===== config.mk =====
export PLATFORM = sky130hd
export DESIGN_NAME = mouse_pos_tracker
export DESIGN_NICKNAME = d
export VERILOG_FILES = /design/src/rtl/mouse_pos_tracker_pkg.sv /design/src/rtl/mouse_pos_tracker.sv
export SDC_FILE = /design/constraint.sdc
export NUM_CORES = 1
export LEC_CHECK = 0
export ABC_AREA = 0
export BUFFER_PORTS_ARGS = -buffer_cell sky130_fd_sc_hd__buf_2
export CORE_MARGIN = 4
export CORE_UTILIZATION = 45
export CTS_CLUSTER_DIAMETER = 150
export DETAILED_ROUTE_END_ITERATION = 8
export PLACE_DENSITY_LB_ADDON = 0.05
export SYNTH_ARGS = -nofsm -noshare
export SYNTH_HDL_FRONTEND = slang
export SYNTH_SLANG_ARGS = --single-unit

===== constraint.sdc =====
create_clock -name clk -period 8.6 [get_ports clk]
set_input_delay 1.72 -clock clk [delete_from_list [all_inputs] [get_ports clk]]
set_output_delay 1.72 -clock clk [all_outputs]
set_load 0.01 [all_outputs]

===== src/rtl/mouse_pos_tracker_pkg.sv =====
// Shared VGA screen constants and PS/2 mouse packet types.
package mouse_pos_tracker_pkg;

  localparam int SCREEN_W = 1024;
  localparam int SCREEN_H = 768;
  localparam int POS_W    = 12;

  typedef enum logic [1:0] {
    WAIT_B0 = 2'd0,
    WAIT_B1 = 2'd1,
    WAIT_B2 = 2'd2
  } pkt_state_e;

  typedef struct packed {
    logic y_ovf;
    logic x_ovf;
    logic y_sign;
    logic x_sign;
    logic right;
    logic left;
  } mouse_status_t;

endpackage


===== src/rtl/mouse_pos_tracker.sv =====
// PS/2 mouse packet decoder tracking a clamped cursor position; the visible
// position is only refreshed at vertical sync so the cursor never tears.
module mouse_pos_tracker
  import mouse_pos_tracker_pkg::*;
#(
  parameter int TIMEOUT_CYC = 650000,
  parameter int X_MAX       = SCREEN_W - 1,
  parameter int Y_MAX       = SCREEN_H - 1
) (
  input  logic             clk,
  input  logic             rst,
  input  logic [7:0]       rx_data,
  input  logic             rx_valid,
  input  logic             vsync,
  output logic [POS_W-1:0] xpos,
  output logic [POS_W-1:0] ypos,
  output logic             left,
  output logic             right,
  output logic             sync_err
);

  localparam int CW = (TIMEOUT_CYC > 1) ? $clog2(TIMEOUT_CYC + 1) : 1;
  localparam logic [CW-1:0]     TO_LAST = CW'(TIMEOUT_CYC - 1);
  localparam logic signed [13:0] X_LIM  = 14'(X_MAX);
  localparam logic signed [13:0] Y_LIM  = 14'(Y_MAX);
  localparam logic [POS_W-1:0]   X_RST  = POS_W'(X_MAX / 2);
  localparam logic [POS_W-1:0]   Y_RST  = POS_W'(Y_MAX / 2);

  function automatic logic [POS_W-1:0] clamp(input logic signed [13:0] v,
                                             input logic signed [13:0] lim);
    logic [POS_W-1:0] r;
    if (v < 14'sd0) begin
      r = {POS_W{1'b0}};
    end else if (v > lim) begin
      r = POS_W'(lim);
    end else begin
      r = POS_W'(v);
    end
    return r;
  endfunction

  pkt_state_e       state_q, state_d;
  logic [CW-1:0]    cnt_q, cnt_d;
  mouse_status_t    status_q, status_d;
  logic [7:0]       dx_q, dx_d;
  logic [POS_W-1:0] x_q, x_d, y_q, y_d;
  logic [POS_W-1:0] xpos_q, xpos_d, ypos_q, ypos_d;
  logic             left_q, left_d, right_q, right_d;
  logic             sync_err_q, sync_err_d;
  logic             vs_q, vs_d, vs_prev_q, vs_prev_d;
  logic             timeout_s, pkt_done_s;
  logic signed [13:0] x_sum_s, y_sum_s;

  // Next-state logic: packet FSM, idle timeout, position update, vsync load.
  always_comb begin
    state_d    = state_q;
    cnt_d      = cnt_q;
    status_d   = status_q;
    dx_d       = dx_q;
    x_d        = x_q;
    y_d        = y_q;
    left_d     = left_q;
    right_d    = right_q;
    xpos_d     = xpos_q;
    ypos_d     = ypos_q;
    sync_err_d = 1'b0;
    vs_d       = vsync;
    vs_prev_d  = vs_q;
    pkt_done_s = 1'b0;
    timeout_s  = (state_q != WAIT_B0) && (cnt_q >= TO_LAST);
    x_sum_s    = $signed({2'b00, x_q}) + $signed({{6{status_q.x_sign}}, dx_q});
    y_sum_s    = $signed({2'b00, y_q}) - $signed({{6{status_q.y_sign}}, rx_data});

    // A timed-out packet behaves as WAIT_B0 so a coincident byte is re-examined as status.
    if ((state_q == WAIT_B0) || timeout_s) begin
      cnt_d      = {CW{1'b0}};
      sync_err_d = timeout_s;
      if (rx_valid && rx_data[3]) begin
        status_d = '{y_ovf:  rx_data[7], x_ovf: rx_data[6], y_sign: rx_data[5],
                     x_sign: rx_data[4], right: rx_data[1], left:  rx_data[0]};
        state_d  = WAIT_B1;
      end else if (rx_valid) begin
        sync_err_d = 1'b1;
        state_d    = WAIT_B0;
      end else begin
        state_d = WAIT_B0;
      end
    end else if (rx_valid) begin
      cnt_d = {CW{1'b0}};
      case (state_q)
        WAIT_B1: begin
          dx_d    = rx_data;
          state_d = WAIT_B2;
        end
        WAIT_B2: begin
          pkt_done_s = 1'b1;
          state_d    = WAIT_B0;
        end
        default: state_d = WAIT_B0;
      endcase
    end else begin
      cnt_d = cnt_q + CW'(1'b1);
    end

    if (pkt_done_s) begin
      x_d     = status_q.x_ovf ? x_q : clamp(x_sum_s, X_LIM);
      y_d     = status_q.y_ovf ? y_q : clamp(y_sum_s, Y_LIM);
      left_d  = status_q.left;
      right_d = status_q.right;
    end else begin
      x_d = x_q;
      y_d = y_q;
    end

    // Loads the pre-update position when a packet completes on the edge cycle.
    if (vs_q && !vs_prev_q) begin
      xpos_d = x_q;
      ypos_d = y_q;
    end else begin
      xpos_d = xpos_q;
      ypos_d = ypos_q;
    end
  end

  // State and output registers.
  always_ff @(posedge clk or posedge rst) begin
    if (rst) begin
      state_q    <= WAIT_B0;
      cnt_q      <= {CW{1'b0}};
      status_q   <= mouse_status_t'(6'd0);
      dx_q       <= 8'd0;
      x_q        <= X_RST;
      y_q        <= Y_RST;
      xpos_q     <= X_RST;
      ypos_q     <= Y_RST;
      left_q     <= 1'b0;
      right_q    <= 1'b0;
      sync_err_q <= 1'b0;
      vs_q       <= 1'b0;
      vs_prev_q  <= 1'b0;
    end else begin
      state_q    <= state_d;
      cnt_q      <= cnt_d;
      status_q   <= status_d;
      dx_q       <= dx_d;
      x_q        <= x_d;
      y_q        <= y_d;
      xpos_q     <= xpos_d;
      ypos_q     <= ypos_d;
      left_q     <= left_d;
      right_q    <= right_d;
      sync_err_q <= sync_err_d;
      vs_q       <= vs_d;
      vs_prev_q  <= vs_prev_d;
    end
  end

  assign xpos     = xpos_q;
  assign ypos     = ypos_q;
  assign left     = left_q;
  assign right    = right_q;
  assign sync_err = sync_err_q;

endmodule


# Word-level counts from Yosys, hierarchy flattened
# Cells that the tools add are included.
# totals
ff_bits	89
input_bits	12
output_inout_bits	27
word_cells	59
# classes
addsub	3
magnitude_cmp	5
n_eq_ne	2
mux	16
bitwise	3
n_reduce_logical	12
# op_table
cell	count
12-bit 2-to-1 mux	4
20-bit 2-to-1 mux	2
14-bit by 11-bit greater-than comparator with 1-bit output, second input constant	2
14-bit by 1-bit less-than comparator with 1-bit output, second input constant	2
20-bit by 1-bit adder with 20-bit output, second input constant	1
20-bit >= comparator, second input constant	1
13-bit by 9-bit adder with 14-bit output	1
13-bit by 9-bit subtractor with 14-bit output	1
1-bit 2-to-1 mux	7
2-bit 2-to-1 mux	3
2-bit AND reduction	3
2-bit nonzero test	2
1-bit logical AND	3
1-bit NOT	3
3-bit AND reduction	1
2-bit by 1-bit == test with 1-bit output, second input constant	1
2-bit == test, second input constant	1
2-bit logical NOT	1
1-bit logical NOT	1
1-bit logical OR	1

# Depth between registers and ports, before layout
# Gate-level depths: netlist (run 1).
# logic_depth
depth_word	5
ltp_mapped	11
depth_no_buf	11

# Least setup slack after synthesis (run 1)
# Ideal clock, no wire load.
# synth_path
path_kind	input -> register
from	in rx_data[5]
to	reg y_q[7]
setup_time_ns	0.155
arrival_time_ns	3.846
t_required_ns	8.445
slack_ns	4.598
path_stages	10
path_buffers	0
cell_sequence	inv_1 ha_1 o21ai_0 nand2b_1 a21oi_1 a211oi_1 or4_1 a21oi_1 mux2i_1 a32oi_1
# synth_between
elab_chain_cells	4
elab_cells_between_ends	5
classes_between	add/sub: 1; order compare: 2; mux: 2
# synth_rtl
element	line_no	text
start, declared	mouse_pos_tracker.sv:12	input logic [7:0] rx_data,
13-bit by 9-bit subtractor with 14-bit output (*)	mouse_pos_tracker.sv:72	y_sum_s = $signed({2'b00, y_q}) - $signed({{6{status_q.y_sign}}, rx_data});
14-bit by 11-bit greater-than comparator with 1-bit output	mouse_pos_tracker.sv:34	end else if (v > lim) begin
12-bit 2-to-1 mux	mouse_pos_tracker.sv:34	
12-bit 2-to-1 mux (*)	mouse_pos_tracker.sv:32	if (v < 14'sd0) begin
end signal, assigned	mouse_pos_tracker.sv:147	y_q <= y_d;
end, declared	mouse_pos_tracker.sv:46	logic [POS_W-1:0] x_q, x_d, y_q, y_d;
# Mark *: on every way between the ends. The rest lies on a longest branch, timed or not.
# A chain may end at the register's enable or synchronous reset.

# Worst setup path after layout (run 1)
# layout_path
from	in rx_data[0]
to	reg y_q[7]
# The elaborated chain is that of the path after synthesis.

==> results of run 1 <==
==> power by group through the flow <==
stage | Combinational [mW] | Sequential [mW] | Clock, mW
2_1_floorplan | 0.527 | 0.672 | 0
3_3_place_gp | 0.691 | 0.671 | 0
3_5_place_dp | 0.701 | 0.675 | 0
4_1_cts | 0.706 | 0.667 | 0.277
5_1_grt | 0.797 | 0.684 | 0.296
6_report | 0.700 | 0.665 | 0.265
==> sequential cells by signal, summed over array words and instances (netlist names) <==
signal / cells
dx_q: 8
status_q: 6
vs_prev_q: 1
y_q: 12
sync_err: 1
ypos: 12
state_q: 2
left: 1
x_q: 12
vs_prev_d: 1
right: 1
xpos: 12
cnt_q: 20
==> worst register-to-register path, cell delays in order, from the launching register on <==
cell and delay [ns]:
sky130_fd_sc_hd__dfstp_2 0.56, sky130_fd_sc_hd__inv_1 0.05, sky130_fd_sc_hd__ha_1 0.20, sky130_fd_sc_hd__fa_1 0.41
sky130_fd_sc_hd__nand2b_1 0.17, sky130_fd_sc_hd__a21oi_1 0.18, sky130_fd_sc_hd__o21ai_1 0.14, sky130_fd_sc_hd__a211oi_1 0.38
sky130_fd_sc_hd__or4_1 0.17, sky130_fd_sc_hd__a21oi_1 0.07, sky130_fd_sc_hd__mux2i_1 0.70, sky130_fd_sc_hd__a32oi_1 0.20
==> metal layers <==
metal  share of wire (%)  track usage, %
met5                   0               0
met1                  51           23.72
met4                 2.3           7.212
met2                  44           24.12
met3                 3.0           3.288
==> logic make-up (layout without fill, tap and decap cells) <==
kind of cell,count (synthesis),in the layout
XOR/XNOR,34,34
flip-flops,89,89
multiplexers,43,43
buffers and inverters,33,77
adder cells (fa/ha/maj),29,29
AO/OA/AOI/OAI,86,86
AND/OR/NAND/NOR,148,148
==> cells in the mapped netlist, types with 7 or more instances <==
cell type,n
sky130_fd_sc_hd__and2_1,7
sky130_fd_sc_hd__xor2_1,15
sky130_fd_sc_hd__nor2b_1,7
sky130_fd_sc_hd__ha_1,27
sky130_fd_sc_hd__a32oi_1,8
sky130_fd_sc_hd__nand2_1,37
sky130_fd_sc_hd__o21ai_1,12
sky130_fd_sc_hd__dfstp_2,34
sky130_fd_sc_hd__dfrtp_1,55
sky130_fd_sc_hd__nor2_1,36
sky130_fd_sc_hd__a21o_1,7
sky130_fd_sc_hd__nand3_1,10
sky130_fd_sc_hd__a21oi_1,20
sky130_fd_sc_hd__nor3_1,13
sky130_fd_sc_hd__inv_1,20
sky130_fd_sc_hd__mux2_2,40
sky130_fd_sc_hd__and3_1,7
sky130_fd_sc_hd__o21ai_0,10
sky130_fd_sc_hd__xnor2_1,19
==> final cells by class <==
type	instances	share of cell area [%]
multi-input cells	340	46.14
repair buffers	40	3.806
flip-flops and latches	89	42.10
clock inverters	3	0.2785
well taps	136	3.156
clock buffers	13	2.947
inverters	21	1.578
==> worst min path at each step <==
stage	startpoint	end	slack, ns	cells after the start
2_1_floorplan	vs_prev_d	vs_prev_q	0.35	0
3_3_place_gp	vs_prev_d	vs_prev_q	0.36	0
3_5_place_dp	vs_prev_d	vs_prev_q	0.37	0
4_1_cts	vs_prev_d	vs_prev_q	0.38	0
5_1_grt	vs_prev_d	vs_prev_q	0.40	0
6_report	vs_prev_d	vs_prev_q	0.38	0
==> metrics list, run 1 <==
* Violation count after the first detailed-routing iteration: 158
* Fraction of synthesized area in multiplexers: 9.781%
* Count of placed standard cells in the final layout, fillers left out: 642
- Yosys top cell area share: 28.02%
- The final hold violation count came to 0.
- List of cells traversed by the critical path: buf_2 -> ha_1 -> fa_1 -> nand2b_1 -> a21oi_1 -> o21ai_1 -> a211oi_1 -> or4_1 -> a21oi_1 -> mux2i_1 -> a32oi_1
* Cell-internal power: 1.022 mW
* Unrepaired setup endpoints after global routing: no
* Combinational family with the most area after synthesis: simple AND/OR/NAND/NOR gates
- Via/cell ratio: 5.363
* Clock period minus worst slack: 4.263 ns
- Counting flops and latches in the post-synthesis netlist gives 89.
- Dividing total power by cell area gives a power density of 302.1 nW/µm².
- TritonCTS created 9 clock buffers.
* Clock-pin slew on the worst setup and hold paths: 0.08 ns
- Yosys mapped a number of flops with a built-in enable equal to 0.
* Logic gate share of total power: 43.0%
* Leading register cell type out of synthesis: sky130_fd_sc_hd__dfrtp_1
- Global-route wire length before repair: 16.86 mm
* Post-Place Cell Area: 5218 µm²
- Across all register-to-register paths, the minimum setup slack is 5.22 ns.
- Number of endpoints failing setup at the final stage: 0
- Setup TNS: 0 ns
- Slowest cell on the critical path: sky130_fd_sc_hd__mux2i_1
- Initial Util: 46.95%
- The H-tree was split into 3 levels.
- The number of max-slew violations in the final report is 0.
- Of all flip-flops after synthesis, the portion carrying an async set or reset was 100.0%.
* Final Util: 51.53%
- For this design the top-level I/O count stands at 39.
- In this run the core area contains 37 standard-cell rows.
- In this run the worst setup path begins at rx_data[0].
* Half-perimeter wire length after detailed placement: 7.069 mm
- The pre-antenna-repair detailed-routing pass consisted of 4 iterations.
* CTS tree: yes
* Arrival @ worst endpoint: 4.47 ns
* Count of clock tree sinks: 89
- Register share of total power: 40.8%
- The worst hold path belongs to the class reg -> reg.
* Clk network pwr share: 16.3%
- Syn Nets: 503
- Number of buffers inserted by hold repair at cts: 0
- Achievable Freq: 234.6 MHz
- In this design, the stage delay of the slowest critical-path cell is 0.70 ns.
- The critical path runs through a total of 11 cells.
- Terminus of the critical flop-to-flop path: y_q[7]
- Depth of the worst register-to-register path: 11
* Flip-flop and latch area: 2270 µm²
- Ranking of synthesized cells by area: sky130_fd_sc_hd__dfrtp_1 (28%), sky130_fd_sc_hd__dfstp_2 (18%), sky130_fd_sc_hd__mux2_2 (9.2%)
* Remaining design rule violation count: 0
- Max-cap violation count: 0
* Fraction of synthesized cell area in xor and xnor cells: 6.062%
- Global routing finished with a remaining overflow of 0.
* Worst path most repeated cell: sky130_fd_sc_hd__a21oi_1
- Fill cells in the final layout number 941.
- Peak VDD IR: 0.0001581 V
* Synthesized-area fraction occupied by and/or/nand/nor cells: 15.41%
- Following the worst setup path forward leads to its endpoint at y_q[7].
- Once the clock tree was built, the resizer swapped 0 gates to a different size.
- Worst skew pair latency: 0.37 ns
- IO buf count: 38
* Worst Hold Margin: 0.3768 ns
* Combined global-route utilization of all metal layers: 16.50%
* Netlist area before placement: 4912 µm²
- Drt total wl: 9.648 mm
- Floorplan die height: 112.5 µm
- Fraction of the mapped netlist area in adder cells: 7.692%
* Full die area: 12650 µm²
- Ratio of cells with drive above 1 in the final layout: 28.85%
- Kind of critical path: in -> reg
- Cell taking the most area after synthesis: sky130_fd_sc_hd__dfrtp_1
- The clock passes through at most 2 buffers.
- Antenna violations before repair: 0
- Fin area: 5391 µm²
- The worst setup path is launched from a primary input.
* Fin nets: 542
* Worst Tran Pin Value: 0.9016 ns
- Compared with the post-synthesis result, the final layout area differs by 9.755%.
- Multi-input gate area: 2487 µm²
- Most used cells in the layout excluding fill and tap cells: sky130_fd_sc_hd__dfrtp_1 (55), sky130_fd_sc_hd__mux2_2 (40), sky130_fd_sc_hd__buf_2 (38), sky130_fd_sc_hd__nand2_1 (37), sky130_fd_sc_hd__nor2_1 (36)
* Die width: 112.5 µm
- After synthesis, the netlist uses 58 different library cells.
* Sequential area share after synthesis: 46.20%
- Of all nets on the critical path, the largest fanout is 10.
- Vias in the first global route: 3344
- Vias: 3443
* Switching power summed over all nets: 0.6069 mW
- Post-placement setup slack: 4.010 ns
* Buffers and inverters on the worst path: 1
* Gate family responsible for the most delay along the worst path: compound AO/OA/AOI/OAI gates
* Commonest non-fill, non-tap cell in the layout: sky130_fd_sc_hd__dfrtp_1
- Result of the run: finished, final reports clean
- In the final routed layout, each cell accounts on average for 15.03 µm.
* Number of diodes: 0
* Maximum number of pins on one net before global-route repair: 72
* Worst relative slew slack: 38.17%
* Final Total Pwr: 1.629 mW
* Placer's final routability congestion estimate: 0.8466
- The final critical path takes up 49.57% of the cycle.
- Between clock sinks in the finished design, the worst skew comes to 0.008349 ns.
- In this run the remaining antenna-violating nets after routing total 0.
- Sort of element at the end of the critical path: flip-flop
- Final Worst Setup Slack: 4.337 ns
- The tree is rooted in a sky130_fd_sc_hd__clkbuf_8.
* Area of the core: 10460 µm²
* Switching Share: 37.26%
- Mean cell area of the mapped netlist: 10.63 µm²
* Post-CTS repair timing setup buffer count: 0
- Post-placement cell count: 626
- Compound-cell area share of the yosys netlist: 11.64%
* Req. time, crit path: 8.81 ns
* Leakage component of the power: 2.426 nW
- Warnings, synthesis: 0
- The worst register-to-register path begins at y_q[0].
- Synthesis produced a netlist whose cell count is 462.
(Power assumes the default switching activity.)
==> run 2, diff against run 1 <==
--- a/config.mk
+++ b/config.mk
@@ -5,7 +5,7 @@
 export SDC_FILE = /design/constraint.sdc
 export NUM_CORES = 1
 export LEC_CHECK = 0
-export ABC_AREA = 0
+export ABC_AREA = 1
 export BUFFER_PORTS_ARGS = -buffer_cell sky130_fd_sc_hd__buf_2
 export CORE_MARGIN = 4
 export CORE_UTILIZATION = 45
==> constraint.sdc (replaced) <==
create_clock -name clk -period 3.4 [get_ports clk]
set_input_delay 0.68 -clock clk [delete_from_list [all_inputs] [get_ports clk]]
set_output_delay 0.68 -clock clk [all_outputs]
set_load 0.01 [all_outputs]
==> metrics list, run 2 <==
* Worst Tran Pin Value: 1.192 ns (was 0.9016 ns)
* List of cells traversed by the critical path: inv_1 -> ha_1 -> fa_1 -> inv_1 -> nand3_1 -> nand2_1 -> nand2_1 -> nand2_1 -> nand2_1 -> nand2_1 -> inv_1 -> nand3_1 -> nand2_1 -> inv_2 -> nand3_1 -> nand2_1 -> nand2_1 (was buf_2 -> ha_1 -> fa_1 -> nand2b_1 -> a21oi_1 -> o21ai_1 -> a211oi_1 -> or4_1 -> a21oi_1 -> mux2i_1 -> a32oi_1)
- The clock edge transition at the registers on the reported setup and hold paths came to 0.07 ns (was 0.08 ns).
* Cell taking the most area after synthesis: sky130_fd_sc_hd__dfrtp_1 (unchanged)
- The detail-routed net length per standard cell is 13.34 µm (was 15.03 µm).
- The final-report setup violation count came to 0 (unchanged).
- The top-area cell type share of the netlist area was 25.52% (was 28.02%).
* Req. time, crit path: 3.65 ns (was 8.81 ns)
- Commonest cells post-synth: sky130_fd_sc_hd__nand2_1 (194), sky130_fd_sc_hd__inv_1 (81), sky130_fd_sc_hd__nand3_1 (56) (was sky130_fd_sc_hd__dfrtp_1 (55), sky130_fd_sc_hd__mux2_2 (40), sky130_fd_sc_hd__nand2_1 (37)).
* Floorplan die height: 117.5 µm (was 112.5 µm)
* IO buf count: 38 (unchanged)
- CTS tree: yes (unchanged)
- Worst path most repeated cell: sky130_fd_sc_hd__nand2_1 (was sky130_fd_sc_hd__a21oi_1)
- Share of synthesized flip-flops with an asynchronous set or reset: 100.0% (unchanged)
* Ranking of synthesized cells by area: sky130_fd_sc_hd__dfrtp_1 (26%), sky130_fd_sc_hd__dfstp_2 (17%), sky130_fd_sc_hd__nand2_1 (14%) (was sky130_fd_sc_hd__dfrtp_1 (28%), sky130_fd_sc_hd__dfstp_2 (18%), sky130_fd_sc_hd__mux2_2 (9.2%))
- Gate family responsible for the most delay along the worst path: simple AND/OR/NAND/NOR gates (was compound AO/OA/AOI/OAI gates)
- Number of diodes: 0 (unchanged)
* Worst skew pair latency: 0.35 ns (was 0.37 ns)
- Final worst clock skew: 0.01020 ns (was 0.008349 ns)
- Num rows: 39 (was 37)
- The net count reported at finish came to 748 (was 542).
- The number of warnings printed during yosys synthesis is 0 (unchanged).
- Vias in the first global route: 4070 (was 3344)
- The detail-routed via count per cell is 4.897 (was 5.363).
- The kind of path behind the tightest hold check was reg -> reg (unchanged).
- Half-perimeter wire length after detailed placement: 8.721 mm (was 7.069 mm)
* Peak VDD IR: 0.0003847 V (was 0.0001581 V)
- Unrepaired setup endpoints after global routing: no (unchanged)
* Number of flip-flops and latches in the synthesized netlist: 89 (unchanged)
- Most used cells in the layout excluding fill and tap cells: sky130_fd_sc_hd__nand2_1 (194), sky130_fd_sc_hd__inv_1 (80), sky130_fd_sc_hd__nand3_1 (56), sky130_fd_sc_hd__dfrtp_1 (55), sky130_fd_sc_hd__nor2_1 (51) (was sky130_fd_sc_hd__dfrtp_1 (55), sky130_fd_sc_hd__mux2_2 (40), sky130_fd_sc_hd__buf_2 (38), sky130_fd_sc_hd__nand2_1 (37), sky130_fd_sc_hd__nor2_1 (36))
- The ratio of cells with drive above 1 in the final layout came to 21.49% (was 28.85%).
- The worst hold margin is 0.3753 ns (was 0.3768 ns).
- Slowest cell on the critical path: sky130_fd_sc_hd__dfstp_2 (was sky130_fd_sc_hd__mux2i_1)
- The buffer cell driving the clock tree root is sky130_fd_sc_hd__clkbuf_16 (was sky130_fd_sc_hd__clkbuf_8).
- Netlist area before placement: 5394 µm² (was 4912 µm²)
* Leakage component of the power: 3.047 nW (was 2.426 nW)
- Iteration count of the initial detailed-routing pass: 4 (unchanged)
- Maximum number of pins on one net before global-route repair: 90 (was 72)
- Global-route wire length before repair: 19.91 mm (was 16.86 mm)
- The data arrival at the endpoint of the critical path is 2.63 ns (was 4.47 ns).
- The largest fanout of any net on the critical path came to 10 (unchanged).
- Cell with the most instances after synthesis: sky130_fd_sc_hd__nand2_1 (was sky130_fd_sc_hd__dfrtp_1)
* Buffers and inverters on the worst path: 4 (was 1)
- After layout, the minimum clock period comes to 2.381 ns.
* Post-Place Cell Area: 5709 µm² (was 5218 µm²)
* Violation count after the first detailed-routing iteration: 180 (was 158)
- Inserted Clock Buffers: 9 (unchanged)
- The global router's overall resource usage is 17.66% (was 16.50%).
- Mean cell area of the mapped netlist: 8.099 µm² (was 10.63 µm²)
* Fin area: 6006 µm² (was 5391 µm²)
- The number of distinct library cell variants in the gate-level netlist after synthesis is 40 (was 58).
- Worst relative slew slack: 20.31% (was 38.17%)
* Final hold violation count: 0 (unchanged)
- Number of buffers between clock root and the deepest sink: 2 (unchanged)
* Post-route clock period utilization: 70.04%
* Setup TNS: 0 ns (unchanged)
- Number of buffers inserted by hold repair at cts: 0 (unchanged)
- Number of gates resized after cts: 0 (unchanged)
* Count of nets left with antenna violations after detail routing: 0 (unchanged)
- The filler cell count is 1114 (was 941).
- The fraction of the yosys area taken by sequential cells is 42.08% (was 46.20%).
- The number of max-slew violations in the final report is 0 (unchanged).
- The number of instances in the synthesized netlist came to 666 (was 462).
* Count of clock tree sinks: 89 (unchanged)
- Area growth from synthesis to layout: 11.34% (was 9.755%)
- Antenna violations before repair: 0 (unchanged)
* Register containing the most flip-flops in the final layout: cnt_q (unchanged)
* Achievable Freq: 419.9 MHz
- Number of top-level pins: 39 (unchanged)
* Initial Util: 46.64% (was 46.95%)
- Sort of element at the end of the critical path: flip-flop (unchanged)
* Startpoint Class: flip-flop (was primary input)
- The number of flip-flops in the largest register came to 20 (unchanged).
* Placer's final routability congestion estimate: 0.8391 (was 0.8466)
- The number of H-tree levels was 3 (unchanged).
* Vias: 4187 (was 3443)
- The placeable core area was 11560 µm² (was 10460 µm²).
* Gr ovfl total: 0 (unchanged)
* Syn Nets: 707 (was 503)
- The detailed-route DRC error count is 0 (unchanged).
* Commonest non-fill, non-tap cell in the layout: sky130_fd_sc_hd__nand2_1 (was sky130_fd_sc_hd__dfrtp_1)
- The chip width came to 117.5 µm (was 112.5 µm).
- The worst setup path category was reg -> reg (was in -> reg).
- Result of the run: finished, final reports clean (unchanged)
- Post-CTS repair timing setup buffer count: 0 (unchanged)
- The delay of the slowest critical-path stage came to 0.53 ns (was 0.70 ns).
- Max-cap violation count: 0 (unchanged)
- The power density normalized to cell area is 802.1 nW/µm² (was 302.1 nW/µm²).
- The dominant register cell in the synthesized netlist is sky130_fd_sc_hd__dfrtp_1 (unchanged).
- The aggregate routed wire length was 11.41 mm (was 9.648 mm).
- The die footprint was 13800 µm² (was 12650 µm²).
- The number of enable-type register cells in the synthesized netlist was 0 (unchanged).
==> run 2: cells by family (layout without fill, tap and decap cells) <==
kind of cell,count (synthesis),count (layout),synth area share (%)
buffers and inverters,101,147,7.794
adder cells (fa/ha/maj),29,29,7.005
AND/OR/NAND/NOR,350,350,29.39
flip-flops,89,89,42.08
AO/OA/AOI/OAI,52,52,5.498
multiplexers,20,20,4.175
XOR/XNOR,25,25,4.059
==> run 2: worst paths after layout <==
| check | startpoint | end | slack [ns] | cells past startpoint |
|---|---|---|---|---|
| max | y_q[0] | y_q[7] | 1.02 | 17 |
| min | vs_prev_d | vs_prev_q | 0.38 | 0 |
| max reg2reg | y_q[0] | y_q[7] | 1.02 | 17 |
| min reg2reg | vs_prev_d | vs_prev_q | 0.38 | 0 |
| max in group asynchronous | rst | ypos[1] | 2.57 | 3 |
| min in group asynchronous | rst | cnt_q[14] | 0.41 | 3 |
==> run 2: layout make-up <==
type                            count  area, µm²  area share (%)
Tap cell                          143      178.9           2.979
Timing Repair Buffer               39      210.2           3.500
Inverter                           92      346.6           5.771
Clock buffer                       10      229.0           3.813
Sequential cell                    89       2270           37.79
Clock inverter                      6      67.56           1.125
Multi-Input combinational cell    476       2704           45.02
==> run 2: where the power goes <==
| group | switching (mW) | internal [mW] | total (mW) | leakage, nW |
|---|---|---|---|---|
| Sequential | 0.232 | 1.49 | 1.72 | 1.08 |
| Combinational | 1.26 | 0.829 | 2.09 | 1.83 |
| Clock | 0.438 | 0.573 | 1.01 | 0.139 |
==> run 2: layer usage <==
metal	share of wire, %	wire (µm)	global-route usage, %	vias to the layer above
met5	0	0	0	-
met4	1.7	189	6.374	0
met3	3.0	347	2.883	13
met2	45	5084	27.78	50
met1	51	5785	24.70	1911
li1	-	-	-	2213
==> run 2: through the flow <==
stage                     utilization, %  worst slack [ns]  power (mW)  std cells
after global placement             49.37            0.8107       3.811        839
after detailed placement           49.37            0.7838       3.830        839
after global routing               51.93            0.7758       5.258        855
after CTS                          51.93            0.9976       4.874        855
after floorplan                        -            0.4694       3.272        666
final                              51.93             1.019       4.817        855
==> run 3, diff against run 2 <==
--- a/config.mk
+++ b/config.mk
@@ -5,7 +5,7 @@
 export SDC_FILE = /design/constraint.sdc
 export NUM_CORES = 1
 export LEC_CHECK = 0
-export ABC_AREA = 1
+export ABC_AREA = 0
 export BUFFER_PORTS_ARGS = -buffer_cell sky130_fd_sc_hd__buf_2
 export CORE_MARGIN = 4
 export CORE_UTILIZATION = 45
==> constraint.sdc (replaced) <==
create_clock -name clk -period 1.9 [get_ports clk]
set_input_delay 0.38 -clock clk [delete_from_list [all_inputs] [get_ports clk]]
set_output_delay 0.38 -clock clk [all_outputs]
set_load 0.01 [all_outputs]
==> metrics list, run 3 (same netlist as run 1, synthesis figures left out) <==
* Worst hold-check path type: in -> async (was reg -> reg)
- The maximum frequency from static timing analysis came to 383.7 MHz (was 419.9 MHz).
- Master cell of the clock root buffer: sky130_fd_sc_hd__clkbuf_8 (was sky130_fd_sc_hd__clkbuf_16)
* Critical path fanouts, max: 5 (was 10)
- The part of the power in combinational logic is 55.0% (was 43.3%).
* CTS H-Tree Depth: 3 (unchanged)
- The number of global-route vias before repair came to 4283 (was 4070).
- Initial Util: 46.95% (was 46.64%)
- The filler cell count is 808 (was 1114).
* Count of clock tree sinks: 89 (unchanged)
* Met3 track demand over resource in global routing: 3.558% (was 2.883%)
- Post-Place Cell Area: 6404 µm² (was 5709 µm²)
* Max-cap violation count: 0 (unchanged)
- CTS tree: yes (unchanged)
* Met1 demand-to-capacity share in global routing: 24.91% (was 24.70%)
* Count of pins over their slew limit: 0 (unchanged)
* Final worst clock skew: 0.01520 ns (was 0.01020 ns)
- The total negative slack was -29.85 ns (was 0 ns).
- Cell-internal power: 6.129 mW (was 2.890 mW)
* Remaining design rule violation count: 0 (unchanged)
- Startpoint Class: flip-flop (unchanged)
- Floorplan die height: 112.5 µm (was 117.5 µm)
- The number of flip-flops in the largest register came to 20 (unchanged).
* Average wire length per cell after detail routing: 15.14 µm (was 13.34 µm)
- Count of placed standard cells in the final layout, fillers left out: 790 (was 855)
* Final Util: 69.15% (was 51.93%)
- The worst supply voltage drop on vdd is 0.0006790 V (was 0.0003847 V).
* Worst relative slew slack: 71.85% (was 20.31%)
- Fin nets: 690 (was 748)
- The detail-routed via count per cell is 5.176 (was 4.897).
* Antenna violations before repair: 0 (unchanged)
* Num rows: 37 (was 39)
- Req. time, crit path: 2.22 ns (was 3.65 ns)
- The register with the most flip-flops was cnt_q (unchanged).
* Iteration count of the initial detailed-routing pass: 4 (unchanged)
- The highest-utilization routing layer at the global route stage was met2 (unchanged).
- Register share of total power: 30.8% (was 35.7%)
* Full die area: 12650 µm² (was 13800 µm²)
- Leakage component of the power: 3.376 nW (was 3.047 nW)
* Power density relative to cell area: 1323 nW/µm² (was 802.1 nW/µm²)
* Worst Tran Pin Value: 0.4216 ns (was 1.192 ns)
- Die width: 112.5 µm (was 117.5 µm)
- Vias: 4089 (was 4187)
- Post-placement cell count: 752 (was 839)
* Global-route wire length before repair: 20.22 mm (was 19.91 mm)
- Placer's final routability congestion estimate: 0.8462 (was 0.8391)
* Clk network pwr share: 14.2% (was 21.0%)
- Most used cells in the layout excluding fill and tap cells: sky130_fd_sc_hd__buf_4 (129), sky130_fd_sc_hd__dfrtp_1 (55), sky130_fd_sc_hd__buf_2 (38), sky130_fd_sc_hd__nand2_1 (36), sky130_fd_sc_hd__dfstp_2 (34) (was sky130_fd_sc_hd__nand2_1 (194), sky130_fd_sc_hd__inv_1 (80), sky130_fd_sc_hd__nand3_1 (56), sky130_fd_sc_hd__dfrtp_1 (55), sky130_fd_sc_hd__nor2_1 (51))
- The signed area change from the synthesized netlist to the final layout is 47.27% (was 11.34%).
* Launching instance or port of the critical path: y_q[0] (unchanged)
- The fraction of the cycle the final worst path needs came to 137.2% (was 70.04%).
* Multi-input gate area: 2979 µm² (was 2704 µm²)
- Clock period minus worst slack: 2.607 ns (was 2.381 ns)
* Post-placement setup slack: -0.8155 ns (was 0.7838 ns)
- The total of hold buffers inserted after clock tree synthesis is 0 (unchanged).
- Result of the run: finished with violations (was finished, final reports clean)
- The data arrival at the endpoint of the critical path is 2.93 ns (was 2.63 ns).
* Kind of critical path: reg -> reg (unchanged)
- The most common library cell in the layout ignoring fill and taps is sky130_fd_sc_hd__buf_4 (was sky130_fd_sc_hd__nand2_1).
* Combined global-route utilization of all metal layers: 19.56% (was 17.66%)
- The proportion of total power due to net switching is 35.99% (was 40.00%).
- Violation count after the first detailed-routing iteration: 130 (was 180)
- The clock edge transition at the registers on the reported setup and hold paths was 0.10 ns (was 0.07 ns).
* Inserted Clock Buffers: 9 (unchanged)
- Sort of element at the end of the critical path: flip-flop (unchanged)
- Final hold violation count: 0 (unchanged)
- The total of buffers placed on input and output ports came to 38 (unchanged).
- The placeable core area is 10460 µm² (was 11560 µm²).
- The power consumption came to 9.575 mW (was 4.817 mW).
- Unrepaired setup endpoints after global routing: yes (was no)
* Fin area: 7234 µm² (was 6006 µm²)
- Register-to-register setup slack: -0.71 ns (was 1.02 ns)
- Final Worst Setup Slack: -0.7065 ns (was 1.019 ns)
- The endpoint of the worst setup timing path is y_q[8] (was y_q[7]).
* Number of top-level pins: 39 (unchanged)
* Half-perimeter wire length after detailed placement: 8.331 mm (was 8.721 mm)
- Maximum number of pins on one net before global-route repair: 62 (was 90)
* Number of buffers between clock root and the deepest sink: 2 (unchanged)
- Worst Hold Margin: 0.07397 ns (was 0.3753 ns)
- The net switching component of the power came to 3.446 mW (was 1.927 mW).
* Ratio of cells with drive above 1 in the final layout: 54.59% (was 21.49%)
* Gr ovfl total: 0 (unchanged)
* Worst skew pair latency: 0.37 ns (was 0.35 ns)
- The end of the worst register-to-register path is y_q[8] (was y_q[7]).
- Met2 demand-to-capacity share in global routing: 34.05% (was 27.78%)
- Violations in the final reports: negative setup slack
* Drt total wl: 11.96 mm (was 11.41 mm)
* Flip-flop and latch area: 2270 µm² (unchanged)
- The final antenna-violating net count is 0 (unchanged).
- The antenna diode count is 0 (unchanged).
- Depth of the worst register-to-register path: 13 (was 17)
- The source of the worst register-to-register timing path is y_q[0] (unchanged).
- The final-report setup violation count was 63 (was 0).
## run 3: changes by cell type in the layout (fill, tap and decap cells not counted), sizes merged, moves of 8 or more
cell / change
nand3: -50
a32oi: +8
nand2: -164
xnor2: +8
mux2: +20
nor2: -20
buf: +147
inv: -73
## run 3: metal layers
metal / vias to the layer above / share of wire (%) / routed length [µm]
met3: 16 / 3.2 / 377
met4: 0 / 1.7 / 199
met2: 54 / 51 / 6051
met5: - / 0 / 0
met1: 2011 / 45 / 5334
li1: 2008 / - / -
## run 3: worst min path at each step
stage | endpoint | slack (ns)
4_1_cts | cnt_q[1] | 0.07
2_1_floorplan | vs_prev_q | 0.35
3_5_place_dp | vs_prev_q | 0.37
5_1_grt | cnt_q[17] | 0.08
3_3_place_gp | vs_prev_q | 0.35
6_report | cnt_q[14] | 0.07
## run 3: timing repair
action	4_1_cts	5_1_grt
setup endpoints to repair	62	62
resized for setup	60	37
buffers inserted	18	8
cloned	5	1
pin swaps	29	23
## run 3: area by class of cell
type	count	share of cell area [%]
Clock buffer	14	2.248
Clock inverter	2	0.5189
Inverter	21	1.211
Multi-Input combinational cell	340	41.18
Sequential cell	89	31.37
Tap cell	136	2.352
Timing Repair Buffer	188	21.12
## run 3: power by group through the flow
stage                     clock, mW  sequential, mW  combinational (mW)
final                          1.36            2.95                5.26
after global routing           1.48            3.02                5.76
after global placement            0            2.96                4.51
after CTS                      1.39            2.96                4.95
after detailed placement          0            2.98                4.60
after floorplan                   0            3.06                2.67
## run 3: critical path, cell delays in order, from the launching register on
cell and delay, ns:
sky130_fd_sc_hd__dfstp_2 0.54, sky130_fd_sc_hd__inv_2 0.04, sky130_fd_sc_hd__ha_4 0.15, sky130_fd_sc_hd__fa_2 0.34
sky130_fd_sc_hd__nand2b_4 0.15, sky130_fd_sc_hd__a21oi_4 0.15, sky130_fd_sc_hd__o21ai_4 0.09, sky130_fd_sc_hd__a211oi_2 0.24
sky130_fd_sc_hd__buf_4 0.15, sky130_fd_sc_hd__o21a_1 0.10, sky130_fd_sc_hd__nor3_1 0.06, sky130_fd_sc_hd__nor4_4 0.22
sky130_fd_sc_hd__buf_6 0.18, sky130_fd_sc_hd__a32o_1 0.16
